--- config.mk ---
export PLATFORM = sky130hd
export DESIGN_NAME = onehot_sel_decoder
export DESIGN_NICKNAME = d
export VERILOG_FILES = /design/src/rtl/onehot_sel_pkg.sv /design/src/rtl/sel_skid_fifo2.sv /design/src/rtl/onehot_sel_decoder.sv
export SDC_FILE = /design/constraint.sdc
export NUM_CORES = 1
export LEC_CHECK = 0
export ABC_AREA = 1
export BUFFER_PORTS_ARGS = -buffer_cell sky130_fd_sc_hd__buf_4
export CAP_MARGIN = 15
export CORE_MARGIN = 2
export CORE_UTILIZATION = 40
export CTS_CLUSTER_DIAMETER = 80
export DETAILED_ROUTE_END_ITERATION = 6
export HOLD_SLACK_MARGIN = 0.15
export PLACE_DENSITY_LB_ADDON = 0.1
export SYNTH_ARGS = -nofsm -noshare
export SYNTH_HDL_FRONTEND = slang
export SYNTH_SLANG_ARGS = --single-unit
--- constraint.sdc ---
create_clock -name clk -period 1.8 [get_ports clk]
set_input_delay 0.27 -clock clk [delete_from_list [all_inputs] [get_ports clk]]
set_output_delay 0.27 -clock clk [all_outputs]
set_load 0.03 [all_outputs]
--- src/rtl/onehot_sel_pkg.sv ---
// Shared definitions for the one-hot select decoder.
// Holds parameter defaults, the output buffer state encoding and the default
// buffer entry layout ({sel, nomatch}) for the default branch count.
package onehot_sel_pkg;

    localparam int N_DEF     = 3;
    localparam int IDX_W_DEF = 2;
    localparam int CNT_W_DEF = 8;

    // Occupancy of the 2-entry output buffer.
    typedef enum logic [1:0] {
        EMPTY = 2'd0,
        ONE   = 2'd1,
        FULL  = 2'd2
    } buf_state_t;

    // Entry layout at the default branch count. The top re-declares the same
    // layout locally so that it follows its own N parameter.
    typedef struct packed {
        logic [N_DEF-1:0] sel;
        logic             nomatch;
    } sel_entry_t;

endpackage

--- src/rtl/sel_skid_fifo2.sv ---
// Purpose: generic 2-entry valid/ready buffer; head entry drives the output.
// Latency: push at edge k is visible on pop side from cycle k+1 when empty.
// Backpressure: push_ready_o is registered (state != FULL); no pop->push comb path.
// Ports: clk/rst (sync, active-high); push_valid_i/push_ready_o/push_data_i;
//        pop_valid_o/pop_ready_i/pop_data_o (zero while pop_valid_o is low).
module sel_skid_fifo2
    import onehot_sel_pkg::*;
#(
    parameter int W = 4
) (
    input  logic         clk,
    input  logic         rst,
    input  logic         push_valid_i,
    output logic         push_ready_o,
    input  logic [W-1:0] push_data_i,
    output logic         pop_valid_o,
    input  logic         pop_ready_i,
    output logic [W-1:0] pop_data_o
);

    buf_state_t   state_q;
    logic [W-1:0] head_q;
    logic [W-1:0] tail_q;
    logic         vld_q;
    logic         rdy_q;
    logic         push;
    logic         pop;

    assign push = push_valid_i & rdy_q;
    assign pop  = vld_q & pop_ready_i;

    // Head and tail are cleared whenever they are vacated, so the output data
    // is already zero whenever pop_valid_o is low.
    always_ff @(posedge clk) begin
        if (rst) begin
            state_q <= EMPTY;
            head_q  <= '0;
            tail_q  <= '0;
            vld_q   <= 1'b0;
            rdy_q   <= 1'b1;
        end else begin
            case (state_q)
                EMPTY: begin
                    if (push) begin
                        head_q  <= push_data_i;
                        vld_q   <= 1'b1;
                        state_q <= ONE;
                    end
                end
                ONE: begin
                    if (push && !pop) begin
                        tail_q  <= push_data_i;
                        rdy_q   <= 1'b0;
                        state_q <= FULL;
                    end else if (pop && !push) begin
                        head_q  <= '0;
                        vld_q   <= 1'b0;
                        state_q <= EMPTY;
                    end else if (pop && push) begin
                        // Head leaves while the new entry takes its place.
                        head_q  <= push_data_i;
                    end
                end
                FULL: begin
                    // rdy_q is low here, so no push can coincide.
                    if (pop) begin
                        head_q  <= tail_q;
                        tail_q  <= '0;
                        rdy_q   <= 1'b1;
                        state_q <= ONE;
                    end
                end
                default: begin
                    state_q <= EMPTY;
                    head_q  <= '0;
                    tail_q  <= '0;
                    vld_q   <= 1'b0;
                    rdy_q   <= 1'b1;
                end
            endcase
        end
    end

    assign push_ready_o = rdy_q;
    assign pop_valid_o  = vld_q;
    assign pop_data_o   = head_q;

endmodule

--- src/rtl/onehot_sel_decoder.sv ---
// Purpose: decode branch indices into one-hot selects (no-match flag when idx >= N).
// Latency: one cycle from accept to out_valid when the buffer is empty.
// Backpressure: 2-entry buffer; in_ready is registered and drops only when full.
// Ports: clk/rst (sync, active-high); in_valid/in_ready/in_idx input handshake;
//        out_valid/out_ready/out_sel/out_nomatch output handshake;
//        dec_cnt/nomatch_cnt saturating debug counters, clr_cnt clears both.
module onehot_sel_decoder
    import onehot_sel_pkg::*;
#(
    parameter int N     = N_DEF,
    parameter int IDX_W = IDX_W_DEF,
    parameter int CNT_W = CNT_W_DEF
) (
    input  logic             clk,
    input  logic             rst,
    input  logic             in_valid,
    output logic             in_ready,
    input  logic [IDX_W-1:0] in_idx,
    output logic             out_valid,
    input  logic             out_ready,
    output logic [N-1:0]     out_sel,
    output logic             out_nomatch,
    output logic [CNT_W-1:0] dec_cnt,
    output logic [CNT_W-1:0] nomatch_cnt,
    input  logic             clr_cnt
);

    typedef struct packed {
        logic [N-1:0] sel;
        logic         nomatch;
    } entry_t;

    localparam int             ENT_W   = $bits(entry_t);
    localparam logic [31:0]    N_U     = 32'(N);
    localparam logic [CNT_W-1:0] CNT_MAX = '1;

    entry_t           dec_ent;
    entry_t           out_ent;
    logic [31:0]      idx_ext;
    logic             accept;
    logic [CNT_W-1:0] dec_cnt_q;
    logic [CNT_W-1:0] dec_cnt_d;
    logic [CNT_W-1:0] nomatch_cnt_q;
    logic [CNT_W-1:0] nomatch_cnt_d;

    assign idx_ext = 32'(in_idx);

    // Decode: at most one bit set; out-of-range indices yield all-zero + flag.
    always_comb begin
        dec_ent         = '0;
        dec_ent.nomatch = (idx_ext >= N_U);
        for (int unsigned i = 0; i < N; i++) begin
            if (idx_ext == i) begin
                dec_ent.sel[i] = 1'b1;
            end
        end
    end

    sel_skid_fifo2 #(
        .W (ENT_W)
    ) u_buf (
        .clk          (clk),
        .rst          (rst),
        .push_valid_i (in_valid),
        .push_ready_o (in_ready),
        .push_data_i  (dec_ent),
        .pop_valid_o  (out_valid),
        .pop_ready_i  (out_ready),
        .pop_data_o   (out_ent)
    );

    assign accept      = in_valid & in_ready;
    assign out_sel     = out_ent.sel;
    assign out_nomatch = out_ent.nomatch;

    // Saturating counters; a clear wins over a same-cycle increment.
    always_comb begin
        dec_cnt_d     = dec_cnt_q;
        nomatch_cnt_d = nomatch_cnt_q;
        if (clr_cnt) begin
            dec_cnt_d     = '0;
            nomatch_cnt_d = '0;
        end else if (accept) begin
            if (dec_cnt_q != CNT_MAX) begin
                dec_cnt_d = dec_cnt_q + 1'b1;
            end
            if (dec_ent.nomatch && (nomatch_cnt_q != CNT_MAX)) begin
                nomatch_cnt_d = nomatch_cnt_q + 1'b1;
            end
        end
    end

    always_ff @(posedge clk) begin
        if (rst) begin
            dec_cnt_q     <= '0;
            nomatch_cnt_q <= '0;
        end else begin
            dec_cnt_q     <= dec_cnt_d;
            nomatch_cnt_q <= nomatch_cnt_d;
        end
    end

    assign dec_cnt     = dec_cnt_q;
    assign nomatch_cnt = nomatch_cnt_q;

    always_ff @(posedge clk) begin
        if (!rst) begin
            assert ($onehot0(out_sel));
            assert (!out_nomatch || (out_sel == '0));
            assert (!(out_valid && !out_nomatch) || $onehot(out_sel));
        end
    end

endmodule
==> results.sh, run 1 <==
export IMPL_io_pins=29
export IMPL_stdcell_area_sq_um=1850
export IMPL_antenna_found_initial=0
export IMPL_cts_sink_count=28
export IMPL_finalHoldViolCount=0
export IMPL_startpoint_type="register"
export IMPL_wl_mm=3.25
export IMPL_critical_path_required_ps=1980
export IMPL_grt_use_met1=0.187
export IMPL_critPathKind="register to register"
export IMPL_placed_cell_area_sq_um=1800
export IMPL_layout_drive_gt1_share=0.218
export IMPL_fin_crit_ps=1430
export IMPL_grt_busiest_layer="met2"
export IMPL_p_leak_nw=0.801
export IMPL_drt_iter0_markers=63
export IMPL_setup_violations=0
export IMPL_ctsHoldBuffers=0
export IMPL_area_growth_pct=20.1
export IMPL_synthTopCellsByArea="dfxtp_1, nand2_1, nand3_1"
export IMPL_cts_tree="yes"
export IMPL_synth_edf_count=0
export IMPL_power_density_nw_per_um2=676
export IMPL_htree_levels=1
export IMPL_endpoint_kind="register"
export IMPL_track_usage=0.160
export IMPL_nFillCells=395
export IMPL_met2_usage=0.288
export IMPL_insertion_delay_ps=270
export IMPL_cts_clk_slew_worst_paths_ps=90
export IMPL_cts_inserted_buffers=3
export IMPL_port_buffers=28
export IMPL_gp_congestion=0.777
export IMPL_n_antenna_cell=0
export IMPL_synth_area_sq_um=1540
export IMPL_dr_total_vias=1480
export IMPL_nets=268
export IMPL_yosysSeqAreaShare=0.365
export IMPL_fin_skew_ps=1.92
export IMPL_hp_class="primary input to register"
export IMPL_yosysTopAreaCell="dfxtp_1"
export IMPL_use_met3=0.0375
export IMPL_cp_max_fo=9
export IMPL_seq_area_sq_um=561
export IMPL_die_w_um=66.0
export IMPL_maxCapViolCount=0
export IMPL_p_total_mw=1.25
export IMPL_gr_total_overflow=0
export IMPL_synth_top_area_share=0.365
export IMPL_status="completed"
export IMPL_num_rows=22
export IMPL_root_buffer="clkbuf_8"
export IMPL_grt_pass1_vias=1312
export IMPL_async_reset_ff_frac=0
export IMPL_synth_warnings=0
export IMPL_core_sq_um=3690
export IMPL_initial_core_util=0.417
export IMPL_worstMarginPinSlew_ps=324
export IMPL_post_cts_resized=0
export IMPL_dieArea_sq_um=4350
export IMPL_cts_buffer_depth=2
export IMPL_ir_drop_v=0.000338
export IMPL_cp_arrival_ps=1610
export IMPL_max_slew_margin_rel=0.784
export IMPL_hpwlAfterDp_mm=2.44
export IMPL_syn_inst=227
export IMPL_vias_per_cell=4.85
export IMPL_rsz0062_at_grt="false"
export IMPL_cts_setup_buffers=0
export IMPL_yosysUniqueCellTypes=21
export IMPL_yosysMostFrequentCell="nand2_1"
export IMPL_drc=0
export IMPL_grt_pass1_wl_mm=5.45
export IMPL_ant_nets=0
export IMPL_fmax_ghz=0.701
export IMPL_yosys_top_cells_count="nand2_1, dfxtp_1, nor2_1, inv_1, nand3_1"
export IMPL_ys_flop_type="dfxtp_1"
export IMPL_period_share=0.792
export IMPL_syn_nets=236
export IMPL_die_h_um=66.0
export IMPL_drt_pass1_iterations=4
export IMPL_grt_max_degree=15
export IMPL_synth_seq_cells=28
export IMPL_slew_viol_final=0
export IMPL_wl_per_cell_um=10.6
export IMPL_syn_area_per_cell_sq_um=6.77
export IMPL_multi_input_area_sq_um=857
export IMPL_tns_ps=0
[per-layer routing]
metal / part of all wire / wire [um]
met3: 0.042 / 135
met5: 0 / 0
met4: 0.010 / 33
met1: 0.46 / 1500
met2: 0.49 / 1580
[cell families after synthesis]
kind of cell,Yosys count,share of synthesized area
compound gates,29,0.104
xor+xnor,3,0.0171
fa+ha+maj,2,0.0163
buf+inv,31,0.0774
flops,28,0.365
simple gates,134,0.420
[cell usage in the layout (no fill, tap or decap), types with 2 or more instances in the layout]
cell / count
nor2_1: 28
nand3_1: 22
a21oi_2: 4
a21oi_1: 18
inv_1: 24
nand2_2: 4
buf_4: 29
nand3b_1: 2
nor2_2: 3
o21ai_1: 6
nand4_1: 7
xor2_1: 3
inv_2: 5
clkbuf_8: 3
ha_1: 2
nor2_4: 5
nand2_1: 59
nand3_4: 2
dfxtp_1: 28
[area by class of cell]
type                            count  area share
Sequential cell                    28       0.304
Tap cell                           48      0.0325
Clock buffer                        3      0.0224
Inverter                           29      0.0590
Multi-Input combinational cell    168       0.464
Timing Repair Buffer               29       0.118
[metrics by stage]
step	cells	utilization	setup WS, ps	hold WS [ps]
6_report	305	0.500	374	244
5_1_grt	305	0.500	233	240
4_1_cts	305	0.500	381	234
3_5_place_dp	302	0.489	404	468
3_3_place_gp	302	0.489	409	469
2_1_floorplan	227	-	334	439
[power by group]
| part | total, mW | leakage, nW | internal [mW] | switching [mW] |
|---|---|---|---|---|
| combinational | 0.240 | 0.552 | 0.0823 | 0.158 |
| clock | 0.342 | 0.0216 | 0.150 | 0.191 |
| sequential | 0.665 | 0.227 | 0.644 | 0.0216 |
| total | 1.25 | 0.801 | 0.877 | 0.371 |
[flip-flops by register name, indices dropped and copies added (netlist names)]
| register | cells |
|---|---|
| u_buf.state_q | 2 |
| u_buf.push_ready_o | 1 |
| nomatch_cnt | 8 |
| u_buf.pop_valid_o | 1 |
| u_buf.pop_data_o | 4 |
| u_buf.tail_q | 4 |
| dec_cnt | 8 |
[path summary, 6_finish.rpt]
| path | start | endpoint | slack, ps | cells past startpoint |
|---|---|---|---|---|
| setup / recovery | dec_cnt[0] | dec_cnt[7] | 370 | 8 |
| hold / removal | rst | u_buf.pop_data_o[0] | 240 | 2 |
| setup reg to reg | dec_cnt[0] | dec_cnt[7] | 370 | 8 |
| hold reg to reg | u_buf.tail_q[1] | u_buf.tail_q[1] | 480 | 2 |
[worst max-delay path: stages, from the launching register on]
cell	delay, ps
dfxtp_1	400
ha_1	220
nand2_1	80
inv_1	130
nand3_4	140
nand2_1	160
nor2_1	60
nor2_1	90
nor2_1	50
(Power assumes the default switching activity.)
==> run 2: changes to the inputs <==
Clock period 1.8 ns to 1.5 ns, I/O delays scaled along.
==> run 2 against run 1 <==
  * Sequential share of layout area is 0.053 points higher
  * Non-clock buffer count stayed put
  * Cell area is 0.27% higher
  * Register-to-register slack worse by 200 ps
  * Via count is 2.2% lower
  * Critical path depth is 3 lower
  * Global-route usage is 0.51 points higher
  * Hold slack worse by 35 ps
  * Die area stayed put
  * Sequential power is 20% higher
==> results.sh, run 2 (synthesized netlist as in run 1, its figures left out) <==
export IMPL_status="completed"
export IMPL_startpoint_type="register"
export IMPL_slew_viol_final=0
export IMPL_insertion_delay_ps=270
export IMPL_stdcell_area_sq_um=1850
export IMPL_ant_nets=0
export IMPL_vias_per_cell=4.74
export IMPL_ir_drop_v=0.000361
export IMPL_period_share=0.886
export IMPL_fin_ws_ps=171
export IMPL_maxCapViolCount=0
export IMPL_port_buffers=28
export IMPL_cts_clk_slew_worst_paths_ps=90
export IMPL_p_total_mw=1.48
export IMPL_io_pins=29
export IMPL_initial_core_util=0.417
export IMPL_placed_cell_area_sq_um=1800
export IMPL_wl_per_cell_um=10.6
export IMPL_nFillCells=384
export IMPL_hold_path_cell_count=2
export IMPL_area_growth_pct=20.4
export IMPL_cp_arrival_ps=1490
export IMPL_layout_common_cells="nand2_1, buf_4, nor2_1, dfxtp_1, inv_1"
export IMPL_gp_congestion=0.842
export IMPL_finalHoldViolCount=0
export IMPL_nets=268
export IMPL_root_buffer="clkbuf_8"
export IMPL_grt_max_degree=15
export IMPL_dr_total_vias=1447
export IMPL_p_leak_nw=0.802
export IMPL_power_density_nw_per_um2=799
export IMPL_grt_pass1_wl_mm=5.70
export IMPL_htree_levels=1
export IMPL_seq_area_sq_um=563
export IMPL_setup_violations=0
export IMPL_fin_skew_ps=4.39
export IMPL_drt_pass1_iterations=4
export IMPL_fmax_ghz=0.752
export IMPL_cts_setup_buffers=0
export IMPL_instances_no_fill=305
export IMPL_cp_max_fo=11
export IMPL_cts_inserted_buffers=3
export IMPL_tns_ps=0
export IMPL_dieArea_sq_um=4350
export IMPL_drc=0
export IMPL_hp_class="primary input to register"
export IMPL_drt_iter0_markers=129
export IMPL_cts_tree="yes"
export IMPL_gr_total_overflow=0
export IMPL_cts_sink_count=28
export IMPL_hpwlAfterDp_mm=2.49
export IMPL_fin_crit_ps=1330
export IMPL_critPathKind="register to register"
export IMPL_antenna_found_initial=0
export IMPL_wl_mm=3.25
export IMPL_max_slew_margin_rel=0.769
export IMPL_pre_cts_ws_ps=143
export IMPL_endpoint_kind="register"
export IMPL_placed_cells=302
export IMPL_multi_input_area_sq_um=860
export IMPL_layout_drive_gt1_share=0.230
export IMPL_cts_buffer_depth=2
export IMPL_mostFrequentLayoutCell="nand2_1"
export IMPL_num_rows=22
export IMPL_rsz0062_at_grt="false"
export IMPL_worstMarginPinSlew_ps=346
export IMPL_die_h_um=66.0
export IMPL_track_usage=0.165
export IMPL_n_antenna_cell=0
export IMPL_worst_r2r_path_depth=5
export IMPL_critical_path_required_ps=1660
export IMPL_grt_pass1_vias=1329
export IMPL_core_sq_um=3690
export IMPL_die_w_um=66.0
[run 2: area by class of cell]
| cell class | instances | area share |
|---|---|---|
| clock buffer | 3 | 0.0223 |
| inverter | 29 | 0.0588 |
| multi-input combinational | 168 | 0.465 |
| sequential | 28 | 0.304 |
| tap | 48 | 0.0325 |
| timing repair buffer | 29 | 0.118 |
[run 2: timing repair]
action,in CTS,in global routing
hold buffers,0,0
endpoints found under the setup margin,0,5
resized for setup,0,3
[run 2: where the power goes]
part	switching [mW]	internal (mW)	total [mW]
Clock	0.213	0.180	0.393
Combinational	0.188	0.0993	0.288
Sequential	0.0256	0.773	0.798
Total	0.427	1.05	1.48
[run 2: stage by stage]
stage	util	hold WS, ps
finish	0.502	209
global route	0.502	199
CTS	0.500	195
detailed placement	0.489	470
global placement	0.489	470
floorplan	-	421
[run 2: metal layers]
layer / routed length (um) / part of all wire / global-route usage / vias up
met3: 112 / 0.034 / 0.0239 / 2
met4: 21 / 0.0065 / 0.0459 / 0
li1: - / - / - / 791
met1: 1560 / 0.48 / 0.217 / 633
met2: 1560 / 0.48 / 0.280 / 21
met5: 0 / 0 / 0 / -
[run 2: path summary, 6_finish.rpt]
path | from | to | slack (ps)
min | rst | u_buf.pop_data_o[2] | 210
min reg2reg | u_buf.pop_data_o[3] | u_buf.pop_data_o[3] | 480
max | u_buf.push_ready_o | dec_cnt[6] | 170
max reg2reg | u_buf.push_ready_o | dec_cnt[6] | 170
[run 2: critical path, cell delays in order, from the launching register on]
cell,delay [ps]
dfxtp_1,370
nand2_2,140
inv_1,300
nand4_1,210
o21ai_1,160
a21oi_1,50
==> run 3: changes to the inputs <==
Settings changed: HOLD_SLACK_MARGIN 0.15 to unset.
Clock period 1.5 ns to 1.4 ns, I/O delays scaled along.
==> run 3 against run 2 <==
  * Critical path type unchanged
  * Clock skew increased by 2.7 ps
  * Power increased by 13%
  * Largest cell class unchanged
  * Flip-flop and latch count unchanged
==> results.sh, run 3 (synthesized netlist as in run 1, its figures left out) <==
export IMPL_die_h_um=66.0
export IMPL_cts_buffer_depth=2
export IMPL_grt_max_degree=16
export IMPL_p_leak_nw=0.825
export IMPL_fin_ws_ps=113
export IMPL_cp_arrival_ps=1460
export IMPL_ant_nets=0
export IMPL_r2r_start="dec_cnt[0]"
export IMPL_antenna_found_initial=0
export IMPL_port_buffers=28
export IMPL_track_usage=0.165
export IMPL_cts_clk_slew_worst_paths_ps=100
export IMPL_grt_pass1_wl_mm=5.69
export IMPL_cp_max_fo=9
export IMPL_worstMarginPinSlew_ps=361
export IMPL_drt_pass1_iterations=4
export IMPL_hold_path_cell_count=2
export IMPL_r2r_end="dec_cnt[4]"
export IMPL_dr_total_vias=1452
export IMPL_initial_core_util=0.417
export IMPL_hold_start="rst"
export IMPL_root_buffer="clkbuf_8"
export IMPL_cts_inserted_buffers=3
export IMPL_n_antenna_cell=0
export IMPL_placed_cell_area_sq_um=1840
export IMPL_power_frac_seq=0.510
export IMPL_critical_path_required_ps=1570
export IMPL_clockPowerShare=0.300
export IMPL_area_growth_pct=24.2
export IMPL_fmax_ghz=0.777
export IMPL_layout_drive_gt1_share=0.267
export IMPL_io_pins=29
export IMPL_max_slew_margin_rel=0.759
export IMPL_cpPeakStageDelay_ps=380
export IMPL_stdcell_area_sq_um=1910
export IMPL_internal_power_mw=1.20
export IMPL_cp_common_cell="nand2_1"
export IMPL_drt_iter0_markers=66
export IMPL_ctsHoldBuffers=0
export IMPL_insertion_delay_ps=270
export IMPL_maxCapViolCount=0
export IMPL_fin_skew_ps=7.07
export IMPL_slew_viol_final=0
export IMPL_power_density_nw_per_um2=879
export IMPL_critPathKind="register to register"
export IMPL_tns_ps=0
export IMPL_swShare=0.287
export IMPL_vias_per_cell=4.68
export IMPL_gr_total_overflow=0
export IMPL_p_total_mw=1.68
export IMPL_p_sw_mw=0.482
export IMPL_layout_common_cells="nand2_1, buf_4, nor2_1, inv_1, dfxtp_1"
export IMPL_ir_drop_v=0.000395
export IMPL_fin_crit_ps=1290
export IMPL_nets=272
export IMPL_cts_tree="yes"
export IMPL_setup_violations=0
export IMPL_drc=0
export IMPL_num_rows=22
export IMPL_min_to="u_buf.pop_data_o[1]"
export IMPL_combPwrFrac=0.190
export IMPL_cts_sink_count=28
export IMPL_dieArea_sq_um=4350
export IMPL_wl_mm=3.21
export IMPL_hp_class="primary input to register"
export IMPL_period_share=0.919
export IMPL_core_sq_um=3690
export IMPL_rsz0062_at_grt="false"
export IMPL_worst_r2r_path_depth=8
export IMPL_die_w_um=66.0
export IMPL_finalHoldViolCount=0
export IMPL_rrSetupSlack_ps=110
export IMPL_status="completed"
export IMPL_worstSetupStartpoint="dec_cnt[0]"
export IMPL_mostFrequentLayoutCell="nand2_1"
export IMPL_crit_path_top_delay_cell="dfxtp_2"
export IMPL_crit_chain="ha_2 -> nand2_1 -> inv_1 -> nand3_4 -> nand3_1 -> nand2_1 -> nand2_1 -> nor2_1"
export IMPL_gp_congestion=0.805
export IMPL_htree_levels=1
export IMPL_pre_cts_ws_ps=86.0
export IMPL_startpoint_type="register"
export IMPL_endpoint_kind="register"
export IMPL_wl_per_cell_um=10.4
export IMPL_hpwlAfterDp_mm=2.48
export IMPL_grt_pass1_vias=1332
[run 3: changes by cell type in the layout (fill, tap and decap cells not counted)]
cell / delta
inv_2: +1
inv_1: -1
dfxtp_2: +3
buf_4: +4
dfxtp_1: -3
ha_1: -1
clkbuf_8: +1
nand2_4: +1
ha_2: +1
nand2_1: -1
[run 3: power groups by stage]
stage	clock, mW	sequential (mW)	combinational, mW
4_1_cts	0.528	0.855	0.318
2_1_floorplan	0	0.904	0.191
3_5_place_dp	0	0.874	0.317
6_report	0.504	0.856	0.318
3_3_place_gp	0	0.873	0.316
5_1_grt	0.566	0.862	0.359
[run 3: critical path: cells and delay by family (launching register included)]
| kind | cells | cell delay, ps |
|---|---|---|
| buffers and inverters | 1 | 120 |
| adder cells (fa/ha/maj) | 1 | 200 |
| flip-flops | 1 | 380 |
| AND/OR/NAND/NOR | 6 | 500 |
[run 3: stage by stage]
stage / hold WS [ps] / instances / util
after detailed placement: 468 / 306 / 0.499
after floorplan: 406 / 227 / -
after global placement: 461 / 306 / 0.499
after CTS: 183 / 310 / 0.514
final: 182 / 310 / 0.517
after global routing: 180 / 310 / 0.517
[run 3: layout make-up]
class,count,area (sq um)
clock buffers,4,55.1
fillers,387,1780
inverters,29,109
multi-input cells,168,870
flip-flops and latches,28,567
well taps,48,60.1
repair buffers,33,248
[run 3: worst max path at each step]
stage | to | slack (ps) | cells past startpoint
2_1_floorplan | u_buf.tail_q[2] | 30 | 7
3_3_place_gp | dec_cnt[7] | 90 | 8
3_5_place_dp | dec_cnt[7] | 90 | 8
4_1_cts | dec_cnt[7] | 60 | 8
5_1_grt | dec_cnt[7] | 4 | 8
6_report | dec_cnt[4] | 110 | 8
[run 3: repair_timing]
item                                    in CTS  in global routing
endpoints found under the setup margin       0                  9
buffers inserted                             0                  0
resized for setup                            0                  6
hold endpoints to repair                     0                  0
[run 3: routing by layer]
metal / global-route usage / vias to the layer above / wire [um]
met5: 0 / - / 0
met4: 0.0459 / 0 / 19
met3: 0.0204 / 2 / 91
met2: 0.279 / 18 / 1490
met1: 0.219 / 630 / 1610
li1: - / 802 / -
